### config.mk
export PLATFORM = sky130hd
export DESIGN_NAME = mio_bus_ctrl
export DESIGN_NICKNAME = d
export VERILOG_FILES = /design/src/rtl/mio_pkg.sv /design/src/rtl/mio_counter.sv /design/src/rtl/mio_bus_ctrl.sv
export SDC_FILE = /design/constraint.sdc
export NUM_CORES = 1
export LEC_CHECK = 0
export ABC_AREA = 1
export BUFFER_PORTS_ARGS = -buffer_cell sky130_fd_sc_hd__clkbuf_2
export CAP_MARGIN = 40
export CORE_UTILIZATION = 35
export DETAILED_ROUTE_END_ITERATION = 8
export MAX_ROUTING_LAYER = met4
export PLACE_DENSITY = 0.6
export SYNTH_ARGS = -nofsm -noshare
export SYNTH_HDL_FRONTEND = slang
export SYNTH_SLANG_ARGS = --single-unit
### constraint.sdc
create_clock -name clk -period 2.6 [get_ports clk]
set_input_delay 0.78 -clock clk [delete_from_list [all_inputs] [get_ports clk]]
set_output_delay 0.78 -clock clk [all_outputs]
set_load 0.05 [all_outputs]
### src/rtl/mio_pkg.sv
// rtl/mio_pkg.sv - region codes, GPIO offsets and FSM states for the MIO bus controller
package mio_pkg;

  typedef enum logic [1:0] {
    REG_RAM  = 2'd0,
    REG_GPIO = 2'd1,
    REG_CNT  = 2'd2
  } region_e;

  typedef enum logic [1:0] {
    S_IDLE     = 2'd0,
    S_RAM_WAIT = 2'd1,
    S_DONE     = 2'd2
  } state_e;

  localparam logic [3:0]  NIB_GPIO     = 4'hE;
  localparam logic [3:0]  NIB_CNT      = 4'hF;
  // Word offsets inside the GPIO region (byte address bits 27:2)
  localparam logic [25:0] GPIO_OFF_SW  = 26'd0;
  localparam logic [25:0] GPIO_OFF_LED = 26'd1;

  function automatic region_e decode_region(input logic [3:0] nib);
    region_e r;
    r = REG_RAM;
    if (nib == NIB_GPIO) r = REG_GPIO;
    else if (nib == NIB_CNT) r = REG_CNT;
    return r;
  endfunction

endpackage

### src/rtl/mio_counter.sv
// rtl/mio_counter.sv - free-running 32-bit counter with synchronous load
module mio_counter (
  input  logic        clk,
  input  logic        rst,
  input  logic        ld,
  input  logic [31:0] d,
  output logic [31:0] q
);

  logic [31:0] cnt_q;
  logic [31:0] cnt_d;

  // A load takes priority over the increment in the same cycle
  assign cnt_d = ld ? d : cnt_q + 32'd1;

  always_ff @(posedge clk or negedge rst) begin
    if (!rst) cnt_q <= '0;
    else      cnt_q <= cnt_d;
  end

  assign q = cnt_q;

endmodule

### src/rtl/mio_bus_ctrl.sv
// rtl/mio_bus_ctrl.sv - CPU MIO port to RAM / GPIO / counter bus controller
module mio_bus_ctrl
  import mio_pkg::*;
#(
  parameter int RAM_WAIT  = 1,
  parameter int RAM_AW    = 10,
  parameter int GPIO_SW_W = 16
) (
  input  logic                 clk,
  input  logic                 rst,
  input  logic                 cpu_req,
  input  logic                 cpu_we,
  input  logic [31:0]          cpu_addr,
  input  logic [31:0]          cpu_wdata,
  output logic [31:0]          cpu_rdata,
  output logic                 cpu_ready,
  output logic [RAM_AW-1:0]    ram_addr,
  output logic                 ram_we,
  output logic [31:0]          ram_din,
  input  logic [31:0]          ram_dout,
  input  logic [GPIO_SW_W-1:0] gpio_in,
  output logic [31:0]          gpio_out,
  output logic [31:0]          cnt_val
);

  localparam logic [3:0] WAIT_INIT = 4'(RAM_WAIT - 1);

  state_e            state_q, state_d;
  logic [3:0]        wait_q, wait_d;
  logic              acc_we_q, acc_we_d;
  logic [RAM_AW-1:0] ram_addr_q, ram_addr_d;
  logic [31:0]       ram_din_q, ram_din_d;
  logic              ram_we_q, ram_we_d;
  logic [31:0]       rdata_q, rdata_d;
  logic [31:0]       gpio_out_q, gpio_out_d;
  logic              cnt_ld;

  region_e           region;
  logic [25:0]       word_off;
  logic [31:0]       gpio_rd;
  logic [1:0]        unused_byte_lane;

  assign region           = decode_region(cpu_addr[31:28]);
  assign word_off         = cpu_addr[27:2];
  assign unused_byte_lane = cpu_addr[1:0];

  always_comb begin
    gpio_rd = '0;
    if (word_off == GPIO_OFF_SW)       gpio_rd = 32'(gpio_in);
    else if (word_off == GPIO_OFF_LED) gpio_rd = gpio_out_q;
  end

  mio_counter u_counter (
    .clk (clk),
    .rst (rst),
    .ld  (cnt_ld),
    .d   (cpu_wdata),
    .q   (cnt_val)
  );

  always_comb begin
    state_d    = state_q;
    wait_d     = wait_q;
    acc_we_d   = acc_we_q;
    ram_addr_d = ram_addr_q;
    ram_din_d  = ram_din_q;
    ram_we_d   = 1'b0;
    rdata_d    = rdata_q;
    gpio_out_d = gpio_out_q;
    cnt_ld     = 1'b0;

    case (state_q)
      S_IDLE: begin
        if (cpu_req) begin
          acc_we_d = cpu_we;
          case (region)
            REG_RAM: begin
              // Write strobe lands in the first wait cycle, once per access
              state_d    = S_RAM_WAIT;
              wait_d     = WAIT_INIT;
              ram_addr_d = cpu_addr[RAM_AW+1:2];
              ram_din_d  = cpu_wdata;
              ram_we_d   = cpu_we;
            end
            REG_GPIO: begin
              state_d = S_DONE;
              if (cpu_we) begin
                rdata_d = '0;
                if (word_off == GPIO_OFF_LED) gpio_out_d = cpu_wdata;
              end else begin
                rdata_d = gpio_rd;
              end
            end
            default: begin
              state_d = S_DONE;
              if (cpu_we) begin
                rdata_d = '0;
                cnt_ld  = 1'b1;
              end else begin
                rdata_d = cnt_val;
              end
            end
          endcase
        end
      end
      S_RAM_WAIT: begin
        if (wait_q == 4'd0) begin
          state_d = S_DONE;
          if (!acc_we_q) rdata_d = ram_dout;
        end else begin
          wait_d = wait_q - 4'd1;
        end
      end
      S_DONE:  state_d = S_IDLE;
      default: state_d = S_IDLE;
    endcase
  end

  always_ff @(posedge clk or negedge rst) begin
    if (!rst) begin
      state_q    <= S_IDLE;
      wait_q     <= '0;
      acc_we_q   <= 1'b0;
      ram_addr_q <= '0;
      ram_din_q  <= '0;
      ram_we_q   <= 1'b0;
      rdata_q    <= '0;
      gpio_out_q <= '0;
    end else begin
      state_q    <= state_d;
      wait_q     <= wait_d;
      acc_we_q   <= acc_we_d;
      ram_addr_q <= ram_addr_d;
      ram_din_q  <= ram_din_d;
      ram_we_q   <= ram_we_d;
      rdata_q    <= rdata_d;
      gpio_out_q <= gpio_out_d;
    end
  end

  assign cpu_ready = (state_q == S_DONE);
  assign cpu_rdata = rdata_q;
  assign ram_addr  = ram_addr_q;
  assign ram_we    = ram_we_q;
  assign ram_din   = ram_din_q;
  assign gpio_out  = gpio_out_q;

endmodule

Word level (Yosys, flattened, before mapping). Cells that the tools add are included. W data, S select, Z words.

Register bits after elaboration: 146. Memories: 0. Output and inout port bits: 140. Bits in writable memories: 0. Input bits: 116. Bits in latches: 0. Word-level logic and storage cells: 62. Memory bits (read-only): 0.

Shift operators: 0. Reduce and logical (&&, ||, !) cells: 12. Multipliers: 0. Add/sub/neg operators: 2. Bitwise logic cells: 0. Equality and inequality tests: 12. Multiplexer cells: 27. Order comparisons: 0. Div/mod/pow operators: 0.

Operators with widths (number): $mux W32 (8); $pmux W32 S2 (2); $add A32 B1 Y32 const B (1); $eq A26 B1 Y1 const B (1); $logic_not A26 Y1 (1); $mux W4 (3); $mux W2 (5); $ne A2 B2 Y1 const B (5); $reduce_and A5 Y1 (2); $eq A4 B4 Y1 const B (2); $pmux W4 S2 (1); $mux W1 (7); $eq A2 B1 Y1 const B (2); $logic_not A2 Y1 (2); $logic_not A4 Y1 (1); $pmux W2 S2 (1); $reduce_and A2 Y1 (2); $reduce_and A4 Y1 (1); $sub A4 B1 Y4 const B (1); $reduce_and A3 Y1 (1); $eq A2 B2 Y1 const B (1); $ne A2 B1 Y1 const B (1); $reduce_bool A2 Y1 (1); $reduce_or A2 Y1 (1).

Logic depth before layout (Yosys ltp).
Depth after elaboration: 9. Depth in mapped cells: 10. Depth with buffers taken out: 10.

Modules after synthesis. From an unflattened synthesis, not the netlist that was laid out.

Cells, all modules: 1069. Area, all modules: 7832.5 sq um.

By module, submodules not included: mio_bus_ctrl (cells each 752, area an instance 5743.0 sq um, instances 1, seq. area each 2852.7 sq um); mio_counter (cells each 317, area an instance 2089.5 sq um, instances 1, seq. area each 800.8 sq um).

Worst setup path before layout. Ideal clock, no wire load.

Kind: input port to flip-flop. Start: input cpu_addr[30]. End: register gpio_out_q[23], in the netlist gpio_out[23]. Arrival: 1801 ps. Stages: 8. Slack: 668 ps. Required time: 2470 ps. Library setup time: 130 ps. Buffers on the path: 1. Path through: nand3_1 nor2_4 inv_2 nor2_1 nand3_2 clkbuf_1 nand2_1 o21ai_1.

Word-level cells in the longest chain between the ends: 5. Elaborated cells on any way between the ends: 6. Classes of those cells: 3 x eq/ne; 2 x mux; 1 x reduce/logical.

RTL lines: start: declaration (RTL line mio_bus_ctrl.sv:13) `input logic [31:0] cpu_addr,`; $eq A4 B4 Y1 (RTL line mio_pkg.sv:26) `else if (nib == NIB_CNT) r = REG_CNT;`; $mux W2 (RTL line mio_pkg.sv:26); $mux W2 * (RTL line mio_pkg.sv:25) `if (nib == NIB_GPIO) r = REG_GPIO;`; $eq A2 B1 Y1 * (RTL line mio_bus_ctrl.sv:76) `case (region)`; $reduce_and A5 Y1 (no line) *; end signal: assignment (RTL line mio_bus_ctrl.sv:137) `gpio_out_q <= gpio_out_d;`; end: declaration (RTL line mio_bus_ctrl.sv:35) `logic [31:0] gpio_out_q, gpio_out_d;`.

Mark *: on every way between the ends. The rest lies on a longest branch, timed or not. A chain may end at the register's enable or synchronous reset.

Worst setup path after layout.
Start: register state_q[1]. End: output cpu_ready.

Word-level cells in the longest chain between the ends: 1.

RTL lines: start: declaration (RTL line mio_bus_ctrl.sv:28) `state_e state_q, state_d;`; start signal: assignment (RTL line mio_bus_ctrl.sv:130) `state_q <= state_d;`; $eq A2 B2 Y1 (RTL line mio_bus_ctrl.sv:141) `assign cpu_ready = (state_q == S_DONE);`; end: declaration (RTL line mio_bus_ctrl.sv:16) `output logic cpu_ready,`.

Every way passes these cells.

==> metrics.txt <==
status completed; Worst-path clk slew 0.06 ns; final-report hold violation count 0; Worst Setup Start Kind register; slowest cell on the critical path dfrtp_1; Routed Antenna Nets 0; total CTS buffers 17; Leak Pwr 5.17 nW; simple-gate share of the synthesized area 22.8%; die extent in x 152 um; Seq/Total Area, Yosys 46.5%; most frequent cells in the layout clkbuf_2, nand2_1, dfrtp_1; number of global-route vias before repair 7027; Max Clk Rate 482 MHz; CTS tree yes; Cell Area, Placed 9500 sq um; I/O Buffers 253; initial antenna violation count 0; Hold-fix buffers, CTS 0; Detailed Routing Iterations Pass 1 5; slowest stage delay, CP approximately 0.45 ns; setup_tns 0 ns; post-synthesis mux area share 1.29%; Tcrit/Tclk final around four fifths; largest net degree at the start of global routing between 60 and 70; post-synthesis adder-cell area fraction 0.318%; crit path time final 2.08 ns; Worst Path Arrival ~1.3 ns; Final Power 12.8 mW; Ports ~260; final wirelength 25000 um; GRT Residual Overflow 0; Slew @ Worst Pin 0.539 ns; pre-CTS WS 0.149 ns; 1st-iter DRT viols 494; Sinks on Clock Net approximately 150; H-tree Lvls 4; Layout area overhead 28.4%; post_cts resized 0; unrepaired setup endpoints after global routing no; Bufs on Longest Clock Path 2; Seq cells post-synth 146; Die Height around 150 um; pwr dens 1270 nW/um^2; Multi-input gate area approximately 3400 sq um; Syn Nets 1142; library cells used by synthesis 31; vias between 7000 and 8000; final worst-path setup slack 0.524 ns; worst hold path type in2async; vias per cell 4.81; cell area after layout about 10000 sq um; DRC 0; largest family of logic cells by synthesized area simple AND/OR/NAND/NOR gates; max cap viols 0; Post-Syn Instances 1024; setup bufs post-CTS 0; Final nets 1390; commonest non-fill, non-tap cell in the layout clkbuf_2; DR WL/cell 16.0 um; global-route wire length before repair just under 40000 um; DPL Wire Length 19100 um; post-synthesis xor/xnor area fraction ~1.8%; die area 23100 sq um; routability congestion estimate 0.901; Syn Std Cell Area 7860 sq um; total area of sequential cells 3650 sq um; max-slew violations 0; Clock Latency Late Sink about 0.43 ns; Yosys warnings 0; Site Rows 54; crit-path cells inv_1, nor2_1, clkbuf_2; share of post-route cells with drive strength above 1 approximately 30%; Crit. End Element output port; Crit Path Class reg2out; core area 21900 sq um; Initial Util 35.9%; total track usage approximately 23%; synthesized area per cell 7.67 sq um; CP Data Required Time 1.82 ns; Slew HR 64.0%; Peak VDD IR 0.000603 V; largest fanout on the critical path 4; diodes inserted 0; final setup violating endpoints 0; skew final 0.00749 ns; Synth Area in Compound Gates between 15 and 20%; CTS root buf clkbuf_16; fill cell count 2271
## cell families (layout without fill, tap and decap cells)
kind of cell | Yosys count | in the layout
AO/OA/AOI/OAI | 214 | 214
multiplexers | 9 | 9
AND/OR/NAND/NOR | 426 | 426
buffers and inverters | 211 | 472
XOR/XNOR | 16 | 16
adder cells (fa/ha/maj) | 2 | 2
flip-flops | 146 | 146
## stage by stage
step	utilization [%]	hold slack, ns	cells
detailed placement	43.4	0.473	1533
floorplan	-	0.449	1024
global placement	43.4	0.467	1533
finish	46.1	0.263	1565
global route	46.1	0.292	1565
CTS	46.1	0.282	1565
## final timing paths
kind / to / start / cells after the start / slack (ns)
worst min register to register: ram_din[29] / ram_din[29] / 2 / 0.49
min in group clk: ram_din[29] / ram_din[29] / 2 / 0.49
worst max register to register: wait_q[3] / state_q[0] / 8 / 0.77
max in group asynchronous: wait_q[1] / rst / 2 / 1.68
worst max-delay path: cpu_ready / state_q[1] / 3 / 0.52
worst min-delay path: ram_addr[5] / rst / 1 / 0.26
## Yosys cell counts
library cell,n,share of area (%)
nor2_4,2,0.29
o21ai_1,36,2.3
a21boi_2,4,0.57
a21oi_2,36,4.0
buf_2,14,0.89
o21ai_0,75,4.8
nand3_2,2,0.25
dfrtp_1,146,46
nand4_1,29,2.3
buf_4,1,0.096
nor3_1,11,0.70
xor2_1,16,1.8
a22oi_1,1,0.096
nor4_1,1,0.080
mux2_2,9,1.3
nor2_1,82,3.9
inv_2,21,1.0
o22ai_1,2,0.16
buf_1,4,0.19
nor3_2,1,0.13
nor2_2,3,0.24
ha_1,2,0.32
nand2_1,244,12
a21boi_1,12,1.1
o211ai_4,1,0.27
buf_6,6,0.86
inv_1,143,6.8
a31oi_1,4,0.32
clkbuf_1,22,1.1
nand3_1,51,3.2
a21oi_1,43,2.7
## critical path, delay by kind of cell (launching register included)
| kind | cells | cell delay [ns] |
|---|---|---|
| AND/OR/NAND/NOR | 1 | 0.08 |
| flip-flops | 1 | 0.45 |
| buffers and inverters | 2 | 0.34 |
## cell type report
cell class / count / share of cell area [%]
multi-input combinational: 667 / 33.3
sequential: 146 / 36.2
timing repair buffer: 276 / 15.1
tap: 280 / 3.47
clock inverter: 14 / 1.62
clock buffer: 18 / 4.25
inverter: 164 / 6.10
## state kept, by name, indices dropped and copies added, names as in the netlist
name and cells:
cpu_rdata 32, u_counter.q 32, ram_addr 10, gpio_out 32, wait_q 4, state_q 2
ram_we 1, ram_din 32, acc_we_q 1
## power by group
| part | internal, mW | switching [mW] |
|---|---|---|
| sequential | 3.10 | 0.613 |
| clock | 1.50 | 1.01 |
| combinational | 1.59 | 4.96 |
## routing by layer
metal,vias to the layer above,part of all wire (%),wire [um],GRT usage (%)
li1,3769,-,-,-
met1,3454,47,11800,31.2
met2,264,44,11000,32.5
met3,43,5.8,1440,3.88
met4,0,3.0,749,9.52
met5,-,0,0,-
Note: power is estimated with default switching activity, not from simulation.
